File: config.mk
export PLATFORM = sky130hd
export DESIGN_NAME = signed_step_counter
export DESIGN_NICKNAME = d
export VERILOG_FILES = /design/src/rtl/loac_pkg.sv /design/src/rtl/button_debounce.sv /design/src/rtl/signed_step_counter.sv
export SDC_FILE = /design/constraint.sdc
export NUM_CORES = 1
export LEC_CHECK = 0
export CORE_UTILIZATION = 55
export CTS_BUF_LIST = sky130_fd_sc_hd__clkbuf_4 sky130_fd_sc_hd__clkbuf_8
export DETAILED_ROUTE_END_ITERATION = 8
export PLACE_DENSITY = 0.92
export SLEW_MARGIN = 20
export SYNTH_ARGS = -nofsm -noshare
export SYNTH_HDL_FRONTEND = slang
export SYNTH_SLANG_ARGS = --single-unit
File: constraint.sdc
create_clock -name clk_2 -period 2.4 [get_ports clk_2]
set_input_delay 0.72 -clock clk_2 [delete_from_list [all_inputs] [get_ports clk_2]]
set_output_delay 0.72 -clock clk_2 [all_outputs]
set_load 0.02 [all_outputs]
File: src/rtl/loac_pkg.sv
// Shared types and defaults for the signed step counter and its button debouncers.
package loac_pkg;

    typedef enum logic [1:0] {
        IDLE    = 2'd0,
        ARM     = 2'd1,
        PRESSED = 2'd2,
        RELEASE = 2'd3
    } debounce_state_t;

    localparam int NBITS_DEFAULT    = 3;
    localparam int DEBOUNCE_DEFAULT = 4;

endpackage

File: src/rtl/button_debounce.sv
// Two-flop synchroniser plus press/release debounce FSM; emits one step pulse per qualified press.
//
// state   | meaning
// --------+---------------------------------------------------------------
// IDLE    | button released and qualified; waiting for a high sample
// ARM     | counting consecutive high samples toward a qualified press
// PRESSED | press qualified and step emitted; waiting for a low sample
// RELEASE | counting consecutive low samples toward a qualified release
module button_debounce
    import loac_pkg::*;
#(
    parameter int DEBOUNCE_CYCLES = DEBOUNCE_DEFAULT
) (
    input  logic i_clk,
    input  logic i_reset,
    input  logic i_btn,
    output logic o_step
);

    localparam int CW = $clog2(DEBOUNCE_CYCLES + 1);
    localparam logic [CW-1:0] CNT_MAX = CW'(DEBOUNCE_CYCLES);

    logic            r_sync1;
    logic            r_sync2;
    debounce_state_t r_state;
    logic [CW-1:0]   r_cnt;
    logic            r_step;
    logic [CW-1:0]   w_cnt_inc;

    assign w_cnt_inc = r_cnt + CW'(1);
    assign o_step    = r_step;

    always_ff @(posedge i_clk) begin
        if (i_reset) begin
            r_sync1 <= 1'b0;
            r_sync2 <= 1'b0;
            r_state <= IDLE;
            r_cnt   <= '0;
            r_step  <= 1'b0;
        end else begin
            r_sync1 <= i_btn;
            r_sync2 <= r_sync1;
            r_step  <= 1'b0;
            case (r_state)
                IDLE: begin
                    if (r_sync2) begin
                        r_state <= ARM;
                        r_cnt   <= CW'(1);
                    end
                end
                ARM: begin
                    if (!r_sync2) begin
                        r_state <= IDLE;
                        r_cnt   <= '0;
                    end else if (w_cnt_inc == CNT_MAX) begin
                        r_state <= PRESSED;
                        r_cnt   <= '0;
                        r_step  <= 1'b1;
                    end else begin
                        r_cnt <= w_cnt_inc;
                    end
                end
                PRESSED: begin
                    if (!r_sync2) begin
                        r_state <= RELEASE;
                        r_cnt   <= CW'(1);
                    end
                end
                RELEASE: begin
                    // A high sample here is bounce on release, so no new step.
                    if (r_sync2) begin
                        r_state <= PRESSED;
                        r_cnt   <= '0;
                    end else if (w_cnt_inc == CNT_MAX) begin
                        r_state <= IDLE;
                        r_cnt   <= '0;
                    end else begin
                        r_cnt <= w_cnt_inc;
                    end
                end
                default: begin
                    r_state <= IDLE;
                    r_cnt   <= '0;
                end
            endcase
        end
    end

endmodule

File: src/rtl/signed_step_counter.sv
// Debounced up/down two's-complement counter with load, magnitude/sign outputs and boundary pulse.
// Define SIGNED_STEP_SATURATE_EN to hold at the limits instead of wrapping.
module signed_step_counter
    import loac_pkg::*;
#(
    parameter int NBITS           = NBITS_DEFAULT,
    parameter int DEBOUNCE_CYCLES = DEBOUNCE_DEFAULT
) (
    input  logic             clk_2,
    input  logic             reset,
    input  logic             inc,
    input  logic             dec,
    input  logic             load,
    input  logic [NBITS-1:0] load_val,
    output logic [NBITS-1:0] value,
    output logic [NBITS-1:0] magnitude,
    output logic             negative,
    output logic             wrap
);

    localparam logic [NBITS-1:0] MAX_POS = {1'b0, {(NBITS-1){1'b1}}};
    localparam logic [NBITS-1:0] MIN_NEG = {1'b1, {(NBITS-1){1'b0}}};

    logic             w_inc_step;
    logic             w_dec_step;
    logic [NBITS-1:0] w_next;
    logic [NBITS-1:0] w_next_mag;
    logic             w_wrap;

    logic [NBITS-1:0] r_value;
    logic [NBITS-1:0] r_magnitude;
    logic             r_negative;
    logic             r_wrap;

    button_debounce #(.DEBOUNCE_CYCLES(DEBOUNCE_CYCLES)) u_inc_db (
        .i_clk   (clk_2),
        .i_reset (reset),
        .i_btn   (inc),
        .o_step  (w_inc_step)
    );

    button_debounce #(.DEBOUNCE_CYCLES(DEBOUNCE_CYCLES)) u_dec_db (
        .i_clk   (clk_2),
        .i_reset (reset),
        .i_btn   (dec),
        .o_step  (w_dec_step)
    );

    always_comb begin
        w_next = r_value;
        w_wrap = 1'b0;
        if (load) begin
            w_next = load_val;
        end else if (w_inc_step && w_dec_step) begin
            w_next = r_value;
        end else if (w_inc_step) begin
            if (r_value == MAX_POS) begin
                w_wrap = 1'b1;
`ifdef SIGNED_STEP_SATURATE_EN
                w_next = MAX_POS;
`else
                w_next = MIN_NEG;
`endif
            end else begin
                w_next = r_value + NBITS'(1);
            end
        end else if (w_dec_step) begin
            if (r_value == MIN_NEG) begin
                w_wrap = 1'b1;
`ifdef SIGNED_STEP_SATURATE_EN
                w_next = MIN_NEG;
`else
                w_next = MAX_POS;
`endif
            end else begin
                w_next = r_value - NBITS'(1);
            end
        end
    end

    // The most negative value negates to itself, which reads correctly as its unsigned magnitude.
    assign w_next_mag = w_next[NBITS-1] ? (~w_next + NBITS'(1)) : w_next;

    always_ff @(posedge clk_2) begin
        if (reset) begin
            r_value     <= '0;
            r_magnitude <= '0;
            r_negative  <= 1'b0;
            r_wrap      <= 1'b0;
        end else begin
            r_value     <= w_next;
            r_magnitude <= w_next_mag;
            r_negative  <= w_next[NBITS-1];
            r_wrap      <= w_wrap;
        end
    end

    assign value     = r_value;
    assign magnitude = r_magnitude;
    assign negative  = r_negative;
    assign wrap      = r_wrap;

endmodule

==> flow_metrics.env, run 1 <==
export IMPL_fin_nets=148
export IMPL_viasPerCell=5.36
export IMPL_avgSynthCellArea_um2=9.76
export IMPL_io_buffers=15
export IMPL_h_tree_depth=1
export IMPL_ir_worst_vdd_mv=0.300
export IMPL_vias=831
export IMPL_dieArea_um2=2170
export IMPL_hp_class="flip-flop to flip-flop"
export IMPL_place_ws_ns=0.0325
export IMPL_clock_sinks=22
export IMPL_fin_crit_ns=2.17
export IMPL_period_share_pct=90.2
export IMPL_cp_num_buf_inv=1
export IMPL_cts_made_buffers=3
export IMPL_tns_ns=0
export IMPL_synth_most_common_cell="dfxtp_1"
export IMPL_synth_edf_count=0
export IMPL_fp_dieW_um=46.6
export IMPL_timing_worst_setup_path_type="flip-flop to flip-flop"
export IMPL_antenna_left=0
export IMPL_max_slew_margin_rel_pct=76.7
export IMPL_ys_seq_area_share_pct=40.3
export IMPL_setup_worst_path_start_class="flip-flop"
export IMPL_finClkSkew_ns=0.00518
export IMPL_cp_slowest_stage_delay_ns=0.44
export IMPL_fillers=144
export IMPL_antennaDiodeCount=0
export IMPL_grt_pass1_vias=774
export IMPL_tritoncts="yes"
export IMPL_cp_arrival_ns=2.39
export IMPL_grt_use_total_pct=21.5
export IMPL_placed_area_um2=1270
export IMPL_synth_top_area_share_pct=40.3
export IMPL_core_um2=1800
export IMPL_cts_resized=0
export IMPL_dp_hpwl_um=1500
export IMPL_async_flop_share_pct=0
export IMPL_ios=16
export IMPL_clock_latency_ns=0.32
export IMPL_p_leak_nw=0.552
export IMPL_hold_buffers=0
export IMPL_timing_critical_path_mode_cell="ha_1"
export IMPL_num_rows=15
export IMPL_drt_total_wl_um=1980
export IMPL_synth_cells=112
export IMPL_fin_area_um2=1300
export IMPL_critPathMaxFanout=6
export IMPL_setup_viol=0
export IMPL_rsz0062_at_grt="no"
export IMPL_hold_viol_final=0
export IMPL_grt_max_degree=13
export IMPL_ys_warnings_count=0
export IMPL_crit_family="adder cells"
export IMPL_die_y_um=46.6
export IMPL_synth_distinct_cells=40
export IMPL_cts_buffer_depth=2
export IMPL_crit_required_ns=2.62
export IMPL_antenna_found_initial=0
export IMPL_maxCapViolations=0
export IMPL_worstPathCellList="inv_1, ha_1, o211a_1, o31a_1, ha_1, nor2b_1, mux2_4"
export IMPL_detail_route_iter0_violations=15
export IMPL_synth_net_count=129
export IMPL_synthFlopType="dfxtp_1"
export IMPL_place_congestion=0.812
export IMPL_synth_seq_cells=22
export IMPL_worst_setup_path_end_kind="flip-flop"
export IMPL_grt_pass1_wl_um=3200
export IMPL_clk_transition_reported_paths_ns=0.12
export IMPL_worst_path_max_delay_cell="dfxtp_1"
export IMPL_tightest_slew_ns=0.349
export IMPL_netlist_area_um2=1090
export IMPL_drc_errors=0
export IMPL_synth_area_top_cells="dfxtp_1, ha_1, nor2b_1"
export IMPL_status="finished clean"
export IMPL_synth_common_cells="dfxtp_1, nor2_1, ha_1, nor2b_1, nand2_1"
export IMPL_cts_root_buf="clkbuf_4"
export IMPL_drive_gt1_share_pct=11.5
export IMPL_final_max_slew_violation_count=0
export IMPL_wl_per_cell_um=12.8
export IMPL_dr_pass1_iters=4
export IMPL_powerDensity_nw_per_um2=526
export IMPL_start_util_pct=60.7
export IMPL_area_growth_pct=19.2
export IMPL_fmax_ghz=0.462
export IMPL_globalRoute_totalOverflow=0
export IMPL_fin_ws_ns=0.234
export IMPL_post_cts_buffers=0
export IMPL_yosys_area_top_type="dfxtp_1"
[power breakdown]
group / leakage [nW] / total (W) / internal [W] / switching, W
sequential: 0.179 / 0.000386 / 0.000376 / 0.0000102
clock: 0.0210 / 0.000209 / 0.0000928 / 0.000116
combinational: 0.352 / 0.0000910 / 0.0000488 / 0.0000422
total: 0.552 / 0.000686 / 0.000518 / 0.000168
[stage by stage]
step,hold slack [ns],power [W],std cells,util [%]
3_5_place_dp,0.434,0.000485,151,70.3
4_1_cts,0.454,0.000691,155,72.4
3_3_place_gp,0.417,0.000481,151,70.3
5_1_grt,0.468,0.000716,155,72.4
2_1_floorplan,0.414,0.000443,112,-
6_report,0.454,0.000686,155,72.4
[per-layer routing]
metal	routed length, µm	global-route usage (%)	share of wire (%)
met3	57	4.71	2.9
met4	65	13.5	3.3
met5	0	0	0
met2	977	35.6	49
met1	881	24.7	44
[layout make-up]
cell class / count / area [µm²] / area share, %
multi-input combinational: 79 / 589 / 45.2
sequential: 22 / 440 / 33.8
timing repair buffer: 20 / 188 / 14.4
clock buffer: 4 / 36.3 / 2.78
tap: 25 / 31.3 / 2.40
inverter: 5 / 18.8 / 1.44
[layout by cell type (no fill, tap or decap), types with 2 or more instances in the layout]
master           instances
buf_4                    5
mux2i_1                  2
and3_1                   2
xor2_1                   2
dfxtp_1                 22
nor2_1                  10
clkdlybuf4s50_1         15
nand3b_1                 4
clkbuf_4                 3
ha_1                     9
nand2_1                  5
nand3_1                  3
nor2b_1                  8
nor3_1                   2
a21oi_1                  4
inv_1                    4
a211oi_1                 4
nand2b_1                 2
a31oi_1                  2
[flip-flops by register name, indices dropped and copies added (netlist names), 2 cells and up, named ones only]
register / cells
value: 2
u_inc_db.r_cnt: 3
u_dec_db.r_cnt: 3
magnitude: 2
[kinds of logic (layout without fill, tap and decap cells)]
family / after synthesis / in the layout / synth area share (%)
and+or+nand+nor: 42 / 42 / 22.1
buffers and inverters: 11 / 29 / 5.83
muxes: 3 / 3 / 3.20
adders and majority gates: 9 / 9 / 10.3
DFF: 22 / 22 / 40.3
AOI/OAI and AO/OA: 21 / 21 / 14.4
xor gates and xnor gates: 4 / 4 / 3.89
[final timing paths]
kind,startpoint,to,slack [ns],cells after the start
worst max-delay path,value[0]$_SDFF_PP0_,magnitude[1]$_SDFF_PP0_,0.23,7
worst min-delay path,u_dec_db.r_sync1$_SDFF_PP0_,u_dec_db.r_sync2$_SDFF_PP0_,0.45,1
worst max register to register,value[0]$_SDFF_PP0_,magnitude[1]$_SDFF_PP0_,0.23,7
worst min register to register,u_dec_db.r_sync1$_SDFF_PP0_,u_dec_db.r_sync2$_SDFF_PP0_,0.45,1
Power figures use the tool's default switching activity.
==> run 2: changes to the inputs <==
--- a/config.mk
+++ b/config.mk
@@ -9,6 +9,7 @@
 export CTS_BUF_LIST = sky130_fd_sc_hd__clkbuf_4 sky130_fd_sc_hd__clkbuf_8
 export DETAILED_ROUTE_END_ITERATION = 8
 export PLACE_DENSITY = 0.92
+export SETUP_SLACK_MARGIN = 0.05
 export SLEW_MARGIN = 20
 export SYNTH_ARGS = -nofsm -noshare
 export SYNTH_HDL_FRONTEND = slang
==> results of run 2 <==
Final layout, timing and power as in run 1 (identical DEF).
